==> src/rtl/rx_deser_pkg.sv <==
// Shared types and default parameters for the rx_deserializer block.
//   rx_deser_state_t : word-alignment state (SEARCH, CONFIRM, LOCKED)
//   DEF_*            : default values for WIDTH, ALIGN_PATTERN, LOCK_MATCHES
package rx_deser_pkg;

    localparam int unsigned DEF_WIDTH         = 8;
    localparam logic [7:0]  DEF_ALIGN_PATTERN = 8'h0F;
    localparam int unsigned DEF_LOCK_MATCHES  = 2;

    typedef enum logic [1:0] {
        SEARCH  = 2'd0,
        CONFIRM = 2'd1,
        LOCKED  = 2'd2
    } rx_deser_state_t;

endpackage

==> src/rtl/deser_shift_reg.sv <==
// Serial input shift register and word bit counter.
//   clk_i, rst_i   : clock, asynchronous active-high reset
//   din_i          : serial bit sampled this edge
//   cnt_clr_i      : synchronous clear of the bit counter (next bit is bit 0)
//   win_c_o        : word ending with the bit currently on din_i (LSB = oldest)
//   boundary_c_o   : high when din_i carries the last bit of a word
module deser_shift_reg #(
    parameter int unsigned WIDTH = 8
) (
    input  logic             clk_i,
    input  logic             rst_i,
    input  logic             din_i,
    input  logic             cnt_clr_i,
    output logic [WIDTH-1:0] win_c_o,
    output logic             boundary_c_o
);

    localparam int unsigned     CNT_W    = $clog2(WIDTH);
    localparam logic [CNT_W-1:0] CNT_LAST = CNT_W'(WIDTH - 1);

    // Only the newest WIDTH-1 bits are stored; the oldest bit of the full
    // register is shifted out before anything could read it.
    logic [WIDTH-2:0] sr_q, sr_d;
    logic [CNT_W-1:0] bit_cnt_q, bit_cnt_d;

    // Window, shift and counter next-state
    always_comb begin
        win_c_o      = {din_i, sr_q};
        boundary_c_o = (bit_cnt_q == CNT_LAST);
        sr_d         = win_c_o[WIDTH-1:1];
        if (cnt_clr_i || boundary_c_o) begin
            bit_cnt_d = '0;
        end else begin
            bit_cnt_d = bit_cnt_q + CNT_W'(1);
        end
    end

    always_ff @(posedge clk_i or posedge rst_i) begin
        if (rst_i) begin
            sr_q      <= '0;
            bit_cnt_q <= '0;
        end else begin
            sr_q      <= sr_d;
            bit_cnt_q <= bit_cnt_d;
        end
    end

endmodule

==> src/rtl/rx_deserializer.sv <==
// Receive-side serial-to-parallel converter with training-pattern word alignment.
//   clk, rst   : sample clock, asynchronous active-high reset
//   din        : serial data, LSB of each word first
//   realign    : one-cycle request to drop lock and restart boundary search
//   dout       : last assembled word (holds between strobes)
//   dout_valid : one-cycle strobe for a new word on dout
//   locked     : word boundary established
// Build option RX_DESERIALIZER_ALIGN_EN: when defined, boundaries are found by
// SEARCH/CONFIRM/LOCKED pattern alignment; when undefined, the boundary is
// fixed at reset release and realign/ALIGN_PATTERN/LOCK_MATCHES are unused.
module rx_deserializer
    import rx_deser_pkg::*;
#(
    parameter int unsigned       WIDTH         = DEF_WIDTH,
    parameter logic [WIDTH-1:0]  ALIGN_PATTERN = WIDTH'(DEF_ALIGN_PATTERN),
    parameter int unsigned       LOCK_MATCHES  = DEF_LOCK_MATCHES
) (
    input  logic             clk,
    input  logic             rst,
    input  logic             din,
    input  logic             realign,
    output logic [WIDTH-1:0] dout,
    output logic             dout_valid,
    output logic             locked
);

    logic [WIDTH-1:0] win_c;
    logic             boundary_c;
    logic             cnt_clr_c;

    logic [WIDTH-1:0] dout_q, dout_d;
    logic             dout_valid_q, dout_valid_d;
    logic             locked_q, locked_d;

    deser_shift_reg #(
        .WIDTH (WIDTH)
    ) u_shift_reg (
        .clk_i        (clk),
        .rst_i        (rst),
        .din_i        (din),
        .cnt_clr_i    (cnt_clr_c),
        .win_c_o      (win_c),
        .boundary_c_o (boundary_c)
    );

`ifdef RX_DESERIALIZER_ALIGN_EN
    localparam int unsigned       MATCH_W   = $clog2(LOCK_MATCHES + 1);
    localparam logic [MATCH_W-1:0] MATCH_TGT = MATCH_W'(LOCK_MATCHES);

    rx_deser_state_t    state_q, state_d;
    logic [MATCH_W-1:0] match_q, match_d;
    logic               pat_hit_c;

    assign pat_hit_c = (win_c == ALIGN_PATTERN);

    // Alignment FSM next-state and output next-state
    always_comb begin
        state_d      = state_q;
        match_d      = match_q;
        dout_d       = dout_q;
        dout_valid_d = 1'b0;
        cnt_clr_c    = 1'b0;
        if (realign) begin
            // Overrides any boundary this cycle, so that word is dropped.
            state_d   = SEARCH;
            match_d   = '0;
            cnt_clr_c = 1'b1;
        end else begin
            unique case (state_q)
                SEARCH: begin
                    if (pat_hit_c) begin
                        // Next sampled bit becomes bit 0 of the following word.
                        cnt_clr_c = 1'b1;
                        match_d   = MATCH_W'(1);
                        if (LOCK_MATCHES == 1) begin
                            state_d = LOCKED;
                        end else begin
                            state_d = CONFIRM;
                        end
                    end
                end
                CONFIRM: begin
                    if (boundary_c) begin
                        if (pat_hit_c) begin
                            match_d = match_q + MATCH_W'(1);
                            if (match_d == MATCH_TGT) begin
                                state_d = LOCKED;
                            end
                        end else begin
                            match_d = '0;
                            state_d = SEARCH;
                        end
                    end
                end
                LOCKED: begin
                    if (boundary_c) begin
                        dout_d       = win_c;
                        dout_valid_d = 1'b1;
                    end
                end
                default: begin
                    state_d = SEARCH;
                    match_d = '0;
                end
            endcase
        end
        locked_d = (state_d == LOCKED);
    end

    always_ff @(posedge clk or posedge rst) begin
        if (rst) begin
            state_q <= SEARCH;
            match_q <= '0;
        end else begin
            state_q <= state_d;
            match_q <= match_d;
        end
    end
`else
    // Fixed boundary: the bit counter starts at reset release and never clears.
    always_comb begin
        cnt_clr_c    = 1'b0;
        dout_d       = boundary_c ? win_c : dout_q;
        dout_valid_d = boundary_c;
        locked_d     = 1'b1;
    end

    logic unused_c;
    assign unused_c = ^{realign, ALIGN_PATTERN, 32'(LOCK_MATCHES)};
`endif

    // Output registers
    always_ff @(posedge clk or posedge rst) begin
        if (rst) begin
            dout_q       <= '0;
            dout_valid_q <= 1'b0;
            locked_q     <= 1'b0;
        end else begin
            dout_q       <= dout_d;
            dout_valid_q <= dout_valid_d;
            locked_q     <= locked_d;
        end
    end

    assign dout       = dout_q;
    assign dout_valid = dout_valid_q;
    assign locked     = locked_q;

endmodule

==> config.mk <==
export PLATFORM = sky130hd
export DESIGN_NAME = rx_deserializer
export DESIGN_NICKNAME = d
export VERILOG_FILES = /design/src/rtl/rx_deser_pkg.sv /design/src/rtl/deser_shift_reg.sv /design/src/rtl/rx_deserializer.sv
export SDC_FILE = /design/constraint.sdc
export NUM_CORES = 1
export LEC_CHECK = 0
export CORE_MARGIN = 2
export CORE_UTILIZATION = 43
export DETAILED_ROUTE_END_ITERATION = 10
export PLACE_DENSITY = 0.77
export RECOVER_POWER = 100
export SYNTH_ARGS = -nofsm -noshare
export SYNTH_HDL_FRONTEND = slang
export SYNTH_HIERARCHICAL = 1
export SYNTH_SLANG_ARGS = --single-unit
export TNS_END_PERCENT = 1
==> constraint.sdc <==
create_clock -name clk -period 1.2 [get_ports clk]
set_input_delay 0.24 -clock clk [delete_from_list [all_inputs] [get_ports clk]]
set_output_delay 0.24 -clock clk [all_outputs]
set_load 0.01 [all_outputs]
==> flow_summary.toml <==
[worst_hold_path]
hp-class = "in2async"

[place]
gp_congestion = 0.6506
pre_cts_ws_ns = -0.07169
placed_cells = 68
numPortBuffers = 12
dp_hpwl_um = 696.3

[route]
wl_per_cell_um = 13.63
ant_nets = 0
dr.first_iter.drc_count = 3
vias = 340
wl_um = 995
vias_per_cell = 4.658
route.detailed.drc = 0
dr.pass1.iters = 3

[power]
power_frac_seq_pct = 52.3
p_sw_uw = 305.5
swShare_pct = 20.78
clkPwrFrac_pct = 36.6
cellPowerDensity_nw_per_um2 = 1679
p_total_uw = 1470
comb_power_share_pct = 11.0
p_leak_uw = 0.0004222
internal_power_uw = 1165
peakVddDrop_uv = 893.0

[sta]
rsz0062_at_grt = "yes"
period_share_pct = 102.4
period_needed_ns = 1.228
setup_ws_ns = -0.02835
timing.fmax_mhz = 814.1
setup_viol = 11
maxSlewViolCount = 0
hold_viol_final = 0
fin_skew_ns = 0.006326

[global_route]
grt_start_max_net_pins = 13
grt_pass1_vias = 398
grt_pass1_wl_um = 1821
antenna_found_initial = 0
grt-ovfl-total = 0
grt_usage_pct = 13.63

[outcome]
violations = "setup timing"
outcome = "complete, but fails checks"

[worst_setup_path]
reg2reg_slack_ns = -0.03
endpoint = "dout[0]"
arrival_ns = 1.42
reg2reg_from = "u_shift_reg/bit_cnt_q[0]"
worstSetupPathType = "reg2reg"
crit_start = "u_shift_reg/bit_cnt_q[0]"
worst_r2r_path_depth = 3
cp.required_ns = 1.39
critPathLaunchType = "register"
end_kind = "register"
path_max_fanout = 9
r2r-end = "dout[0]"

[floorplanning]
chipHeight_um = 44.33
initial_core_util_pct = 45.89
core_area_um2 = 1524
ios = 14
die_w_um = 44.33
num_rows = 14
die-area_um2 = 1965

[yosys]
yosysUniqueCellTypes = 9
avgSynthCellArea_um2 = 17.93
yosys_register_bits = 20
yosys_warnings = 6
seq_area_frac_synth_pct = 71.56
synth_cells = 39
synthesis.area_um2 = 699.4

[cells_and_area]
fillCellCount = 143
post_route_cells_drive_above_1_share_pct = 33.33
diodes = 0
final_cell_mix = "dfrtp_1, mux2_4, clkbuf_1"
utilization_pct = 57.47
regArea_um2 = 500.5
syn2layout_area_growth_pct = 25.22
nNetsFinal = 64
layout_commonest_cell = "dfrtp_1"
multiInputGateArea_um2 = 210.2
instances_no_fill = 73

[clocking]
cts_inserted_buffers = 3
cts_sinks = 20
clk_pin_slew_ns = 0.11
cts-root-buf = "clkbuf_4"
cts_hold_repair.buffers = 0
cts_htree_levels = 1
clockBufferDepth = 2
cts_tree = "yes"
worstSkewPairLatency_ns = 0.30

[job]
maxCapViolCount = 0
==> cell type report <==
| cell class | instances | share of cell area (%) |
|---|---|---|
| tap | 16 | 2.286 |
| timing repair buffer | 14 | 9.714 |
| sequential | 20 | 57.14 |
| clock inverter | 1 | 3.429 |
| inverter | 2 | 0.8571 |
| clock buffer | 3 | 2.571 |
| multi-input combinational | 17 | 24.00 |
==> cell families (layout without fill, tap and decap cells) <==
group | Yosys count | count (layout) | share of synthesized area, %
DFF | 20 | 20 | 71.56
adders and majority gates | 2 | 2 | 3.577
buffers and inverters | 4 | 20 | 3.757
and+or+nand+nor | 3 | 3 | 2.861
muxes | 8 | 8 | 17.17
other | 2 | 4 | 1.074
==> per-stage QoR <==
step	TNS, ns	hold WS [ns]	cell area, um^2
final	-0.2265	0.3658	875.8
after global routing	-0.7375	0.3887	875.8
after global placement	-0.05536	0.3607	850.8
after CTS	-0.3501	0.2350	912.1
after detailed placement	-0.2679	0.3712	850.8
after floorplan	-0.3927	0.08018	721.9
==> sequential cells by signal, indices dropped and copies added, names as in the netlist <==
signal	cells
u_shift_reg/sr_q	7
locked	1
dout	8
u_shift_reg/bit_cnt_q	3
dout_valid	1
==> synthesized netlist by cell type <==
cell / count / share of area, %
nor3_1: 1 / 0.71
buf_4: 1 / 1.1
dfrtp_1: 20 / 72
ha_1: 2 / 3.6
mux2_4: 8 / 17
buf_6: 1 / 1.6
inv_1: 2 / 1.1
conb_1: 2 / 1.1
nor3b_1: 2 / 2.1
==> power by group through the flow <==
stage	Sequential, uW	Combinational (uW)	Clock (uW)
6_report	769	162	539
5_1_grt	779	181	590
4_1_cts	772	193	562
3_5_place_dp	785	213	0
3_3_place_gp	783	207	0
2_1_floorplan	800	86.7	0
==> repair_timing <==
action / 4_1_cts / 5_1_grt
setup endpoints to repair: 21 / 20
buffers inserted: 0 / 1
pin swaps: 0 / 0
gates resized for setup: 21 / 10
==> layer usage <==
metal	routed length (um)	vias up	track usage [%]
met2	466	13	20.59
met3	55	4	2.857
met5	0	-	0
met1	446	166	16.89
met4	27	0	10.91
li1	-	157	-
==> worst max-delay path, cell delays in order, from the launching register on <==
cell     delay, ns
dfrtp_1       0.37
ha_2          0.19
ha_4          0.24
mux2_4        0.32
==> how the worst min path moves through the flow <==
stage                                    from  slack, ns                  end
after floorplan                           rst       0.08              dout[0]
after global placement    u_shift_reg/sr_q[6]       0.36  u_shift_reg/sr_q[5]
after detailed placement  u_shift_reg/sr_q[5]       0.37  u_shift_reg/sr_q[4]
after CTS                                 rst       0.23  u_shift_reg/sr_q[6]
after global routing                      rst       0.39  u_shift_reg/sr_q[6]
final                                     rst       0.37              dout[6]
No activity file was read; power rests on OpenSTA's default activity.
